==> config.mk <==
export PLATFORM = sky130hd
export DESIGN_NAME = mul_pipe
export DESIGN_NICKNAME = d
export VERILOG_FILES = /design/src/rtl/mul_pipe.sv
export SDC_FILE = /design/constraint.sdc
export NUM_CORES = 2
export LEC_CHECK = 0
export ABC_AREA = 0
export CAP_MARGIN = 5
export CORE_ASPECT_RATIO = 1.25
export CORE_MARGIN = 3
export CORE_UTILIZATION = 65
export DETAILED_ROUTE_END_ITERATION = 10
export PLACE_DENSITY = 0.87
export REMOVE_ABC_BUFFERS = 1
export SLEW_MARGIN = 20
export SYNTH_ARGS = -nofsm -noshare
export SYNTH_HDL_FRONTEND = slang
export SYNTH_SLANG_ARGS = --single-unit
==> constraint.sdc <==
create_clock -name clk -period 9.07 [get_ports clk]
set_input_delay 1.3605 -clock clk [delete_from_list [all_inputs] [get_ports clk]]
set_output_delay 1.3605 -clock clk [all_outputs]
set_load 0.005 [all_outputs]
==> src/rtl/mul_pipe.sv <==
// mul_pipe: pipelined RISC-V M-extension multiplier (MUL/MULH/MULHSU/MULHU, MULW) with backpressure and flush
module mul_pipe #(
  parameter int XLEN = 32,
  parameter int LAT  = 2
) (
  input  logic            clk,
  input  logic            reset,
  input  logic            InValid,
  output logic            InReady,
  input  logic [2:0]      Funct3,
  input  logic            WordOp,
  input  logic [XLEN-1:0] SrcA,
  input  logic [XLEN-1:0] SrcB,
  input  logic            Flush,
  output logic            OutValid,
  input  logic            OutReady,
  output logic [XLEN-1:0] Result,
  output logic            Busy
);
  logic [LAT-1:0]          v;
  logic [XLEN-1:0]         a0, b0;
  logic [1:0]              f0;
  logic                    w0;
  logic [XLEN-1:0]         rs [1:LAT-1];
  logic                    adv;
  logic signed [XLEN:0]    ea, eb;
  logic signed [2*XLEN-1:0] p;
  logic [XLEN-1:0]         sel;
  logic                    unused;
  assign unused   = Funct3[2];
  assign OutValid = v[LAT-1];
  assign Result   = rs[LAT-1];
  assign Busy     = |v;
  assign adv      = ~OutValid | OutReady;
  assign InReady  = adv;
  // multiply the stage-0 operands with per-op sign extension and pick the product word
  always_comb begin
    ea  = {a0[XLEN-1] & (f0 == 2'b01 || f0 == 2'b10), a0};
    eb  = {b0[XLEN-1] & (f0 == 2'b01), b0};
    p   = ea * eb;
    sel = (XLEN == 64 && w0) ? XLEN'($signed(p[31:0])) :
          (f0 == 2'b00) ? p[XLEN-1:0] : p[2*XLEN-1:XLEN];
  end
  // shift valid bits and stage data forward together whenever the output can advance
  always_ff @(posedge clk or negedge reset) begin
    if (!reset) begin
      v  <= '0;
      a0 <= '0;
      b0 <= '0;
      f0 <= '0;
      w0 <= 1'b0;
      for (int i = 1; i < LAT; i++) rs[i] <= '0;
    end else begin
      if (Flush) v <= '0;
      else if (adv) v <= {v[LAT-2:0], InValid};
      if (adv) begin
        a0    <= SrcA;
        b0    <= SrcB;
        f0    <= Funct3[1:0];
        w0    <= WordOp;
        rs[1] <= sel;
        for (int i = 2; i < LAT; i++) rs[i] <= rs[i-1];
      end
    end
  end
endmodule

# ---- Word-level counts from Yosys, hierarchy flattened
# Index checks and enable logic that the tools add are counted.
dict set report op_classes {
  n_mul 1
  eq_ne 2
  mux 3
  bitwise_logic 4
  n_reduce_logical 4
}
# operator n
set op_table {}
lappend op_table {{$mul 33x33->64} 1}
lappend op_table {{$mux 32} 1}
lappend op_table {{$mux 2} 2}
lappend op_table {{$and 1x1->1} 2}
lappend op_table {{$eq 2x1->1 const B} 1}
lappend op_table {{$eq 2x2->1 const B} 1}
lappend op_table {{$logic_not 2->1} 1}
lappend op_table {{$reduce_bool 2->1} 1}
lappend op_table {{$reduce_or 2->1} 1}
lappend op_table {{$logic_or 1x1->1} 1}
lappend op_table {{$not 1->1} 1}
lappend op_table {{$or 1x1->1} 1}
dict set report word_totals {
  reg_bits 100
  in_bits 73
  output_inout_bits 35
}

# ---- Logic depth before layout (Yosys ltp)
dict set report logic_depth {
  depth_word 5
  ltp_mapped 32
}

# ---- Worst setup path before layout
# Ideal clock, no wire load.
dict set report synth_timing {
  path_kind {flip-flop to flip-flop}
  from {register f0[0]}
  to {register rs (netlist bit Result[30])}
  t_arrival_ps 8136
  setup_slack_ps 814
  path_stages_with_launch 31
  path_buffers 3
  cell_sequence {dfrtp_1 -> inv_1 -> ha_1 -> clkbuf_1 -> and2_1 -> clkbuf_1 -> nand2_1 -> inv_1 -> fa_1 -> inv_1 -> fa_1 -> inv_1 -> fa_1 -> fa_1 -> inv_1 -> fa_1 -> inv_1 -> fa_1 -> inv_1 -> fa_1 -> fa_1 -> inv_1 -> ha_1 -> clkbuf_1 -> nand2_1 -> o21ai_0 -> a31oi_1 -> o21ai_0 -> o2111ai_1 -> a21bo_2 -> a31o_2}
}
dict set report synth_between {
  elab_chain_len 5
}
# element line_no
set synth_rtl {}
lappend synth_rtl {{start, declared} 22} ;# logic [1:0] f0;
lappend synth_rtl {{start signal, assigned} 59} ;# f0 <= Funct3[1:0];
lappend synth_rtl {{$eq 2x1->1 / $eq 2x2->1 (equally long branches)} {38, 39}}
lappend synth_rtl {{$logic_or 1x1->1} 38} ;# ea = {a0[XLEN-1] & (f0 == 2'b01 || f0 == 2'b10), a0};
lappend synth_rtl {{$and 1x1->1} 38}
lappend synth_rtl {{$mul 33x33->64} 40} ;# p = ea * eb;
lappend synth_rtl {{$mux 32 *} 42} ;# (f0 == 2'b00) ? p[XLEN-1:0] : p[2*XLEN-1:XLEN];
lappend synth_rtl {{end, declared} 24} ;# logic [XLEN-1:0] rs [1:LAT-1];
# Every way passes the cells marked *; elsewhere a longest branch is shown, timed or not.
# A chain may end at the register's enable or synchronous reset.

# ---- Worst setup path in the final report
dict set report layout_timing {
  from {register b0[11]}
  to {register rs (netlist bit Result[31])}
}
dict set report layout_between {
  elab_chain_len 2
}
# element line_no
set layout_rtl {}
lappend layout_rtl {{start, declared} 21} ;# logic [XLEN-1:0] a0, b0;
lappend layout_rtl {{start signal, assigned} 58} ;# b0 <= SrcB;
lappend layout_rtl {{$mul 33x33->64} 40}
lappend layout_rtl {{$mux 32} 42}
# Every way passes these cells.

==> flow_metrics.env <==
export IMPL_status="completed"
export IMPL_synth_top_area_cell="fa_1"
export IMPL_drc=0
export IMPL_reg2regPathDepth=25
export IMPL_final_util_pct=70.04
export IMPL_die_y_um=291.4
export IMPL_routed_via_density=5.977
export IMPL_cts_max_path_buffers=2
export IMPL_postPlaceCellArea_sq_um=44750
export IMPL_async_flop_share_pct=100.0
export IMPL_grt_pass1_wl_um=202200
export IMPL_first_global_vias=37900
export IMPL_grt_max_degree=83
export IMPL_fillers=4578
export IMPL_fmax_mhz=111.1
export IMPL_core_sq_um=64410
export IMPL_hold_viol_final=0
export IMPL_cts_hold_buf=0
export IMPL_nets=6189
export IMPL_final_antenna_net_count=0
export IMPL_fin_skew_ps=20.62
export IMPL_synth_top_area_share_pct=53.19
export IMPL_clock_latency_ps=390
export IMPL_die_w_um=234.3
export IMPL_vias=33680
export IMPL_synth_edf_count=0
export IMPL_finalMaxSlewViolations=0
export IMPL_h_tree_depth=3
export IMPL_cts_tree="built"
export IMPL_crit_required_ps=9330
export IMPL_hpwl_um=105000
export IMPL_end_kind="flop"
export IMPL_path_class="flop to flop"
export IMPL_design_area_sq_um=45110
export IMPL_grt_overflow=0
export IMPL_drv_cap=0
export IMPL_wire_per_inst_um=22.75
export IMPL_crit_arrival_ps=9260
export IMPL_clkTransAtPathRegs_ps=80
export IMPL_grt_total_usage_pct=39.50
export IMPL_drive_gt1_share_pct=4.747
export IMPL_place_congestion=1.026
export IMPL_antenna_found_initial=15
export IMPL_drt_iter0_markers=2937
export IMPL_fin_crit_sh_pct=99.20
export IMPL_cts_buffers=9
export IMPL_syn2layout_area_growth_pct=6.551
export IMPL_worstMarginPinSlew_ps=1147
export IMPL_die_area_sq_um=68260
export IMPL_whs_path_depth=2
export IMPL_yosysWarnings=0
export IMPL_synth_area_leaders="fa_1 53%, inv_1 11%, nand2_1 9.1%"
export IMPL_holdCritPathClass="flop to flop"
export IMPL_wl_um=128200
export IMPL_row_count=104
export IMPL_cts_setup_buffers=0
export IMPL_netlist_instances=4770
export IMPL_netlist_area_sq_um=42340
export IMPL_cts_root_buffer="clkbuf_16"
export IMPL_ys_seq_area_share_pct=5.910
export IMPL_yosys_top_cells_count="1196 x inv_1, 1125 x fa_1, 1026 x nand2_1"
export IMPL_setup_viol=0
export IMPL_clkSinkCount=100
export IMPL_maxSlewHeadroom_pct=23.56
export IMPL_start_util_pct=65.73
export IMPL_ys_flop_type="dfrtp_1"
export IMPL_synth_distinct_cells=76
export IMPL_ios=108
export IMPL_start_kind="flop"
export IMPL_synth_most_common_cell="inv_1"
export IMPL_port_buffers=105
export IMPL_avgSynthCellArea_sq_um=8.876
export IMPL_crit_fanout=20
export IMPL_ys_ff_latch=100
export IMPL_min_period_ps=8998
export IMPL_firstDrtPassIters=8
[critical path, stage by stage, from the launching register on]
cell and delay (ps):
dfrtp_1 1030, buf_4 410, nand2_1 110, fa_1 490
fa_1 560, inv_1 60, fa_1 480, fa_1 570
inv_1 70, fa_1 530, inv_1 50, fa_1 470
inv_1 50, fa_1 470, inv_1 50, fa_1 430
ha_1 390, a21o_1 210, a21oi_1 260, o211ai_1 160
a311oi_1 320, o21bai_1 160, or2_1 480, xnor2_1 650
o21ai_0 170, a211o_1 250
[cells by family after synthesis]
logic type               count (synthesis)  synth area share [%]
multiplexers                             1               0.02659
XOR/XNOR                                64                 1.324
AO/OA/AOI/OAI                          284                 4.397
adder cells (fa/ha/maj)               1339                 59.52
flip-flops                             100                 5.910
buffers and inverters                 1473                 13.09
AND/OR/NAND/NOR                       1509                 15.74
[layer usage]
metal  vias up  global-route usage [%]  wire [um]
li1      13640                       -          -
met1     16810                   42.79      37970
met2      2287                   64.57      61730
met3       938                   10.46      14490
met4         8                   32.25      13970
met5         -                  0.7994         55
[flip-flops by register name, summed over array words and instances (netlist names)]
signal  count
a0         32
Result     32
v           2
f0          2
b0         32
[cell usage in the layout, fill, tap and decap left out, types with 4 or more instances in the layout]
| master | synthesis | routed |
|---|---|---|
| inv_1 | 1196 | 1196 |
| fa_1 | 1125 | 1125 |
| nand2_1 | 1026 | 1026 |
| and2_1 | 276 | 276 |
| ha_1 | 214 | 214 |
| buf_4 | 0 | 161 |
| clkdlybuf4s50_1 | 0 | 104 |
| dfrtp_1 | 100 | 97 |
| a21oi_1 | 92 | 92 |
| nor2_1 | 75 | 75 |
| o21ai_0 | 60 | 60 |
| xnor2_1 | 41 | 41 |
| and3_1 | 32 | 32 |
| a21o_1 | 26 | 26 |
| xor2_1 | 23 | 23 |
| nand3_1 | 21 | 21 |
| nor3_1 | 19 | 19 |
| nand4_1 | 15 | 15 |
| o21a_1 | 14 | 14 |
| or2_2 | 13 | 13 |
| o21bai_1 | 11 | 11 |
| a31oi_1 | 10 | 10 |
| o22ai_1 | 9 | 9 |
| clkbuf_16 | 0 | 9 |
| o211ai_1 | 8 | 8 |
| buf_12 | 0 | 7 |
| diode_2 | 0 | 6 |
| a211oi_1 | 5 | 5 |
| or3_1 | 5 | 5 |
| nor2b_1 | 6 | 5 |
| a21boi_0 | 4 | 4 |
| nor4_1 | 4 | 4 |
[path summary, 6_finish.rpt]
check,slack (ps),to,startpoint
hold / removal,470,b0[5]$_DFFE_PN0P_,b0[5]$_DFFE_PN0P_
hold reg to reg,470,b0[5]$_DFFE_PN0P_,b0[5]$_DFFE_PN0P_
setup reg to reg,70,Result[31]$_DFFE_PN0P_,b0[11]$_DFFE_PN0P_
max in group asynchronous,6730,a0[29]$_DFFE_PN0P_,reset
min in group asynchronous,1030,b0[6]$_DFFE_PN0P_,reset
setup / recovery,70,Result[31]$_DFFE_PN0P_,b0[11]$_DFFE_PN0P_
[metrics by stage]
step	setup TNS [ps]	instances	worst slack, ps	hold WS, ps
4_1_cts	0	5630	334.8	474.2
5_1_grt	-86.45	5634	-86.45	522.4
6_report	0	5636	72.45	473.8
2_1_floorplan	0	4494	491.5	473.3
3_5_place_dp	0	5614	373.2	458.8
3_3_place_gp	0	5614	456.2	451.5
[timing repair]
item                                   CTS  global route
setup endpoints to repair                0             2
gates resized for setup                  0             2
endpoints found under the hold margin    0             0
[layout make-up]
class / count / area [sq um] / share of cell area (%)
clock inverters: 7 / 102.6 / 0.2274
flip-flops and latches: 100 / 2506 / 5.555
well taps: 848 / 1061 / 2.352
clock buffers: 9 / 225.2 / 0.4992
multi-input cells: 3197 / 34320 / 76.07
repair buffers: 272 / 2390 / 5.297
diodes: 6 / 15.01 / 0.03328
inverters: 1197 / 4494 / 9.962
Power is left out: the tool's default activity adds up to more than one toggle a clock period on the data nets, which glitch-free logic cannot reach.
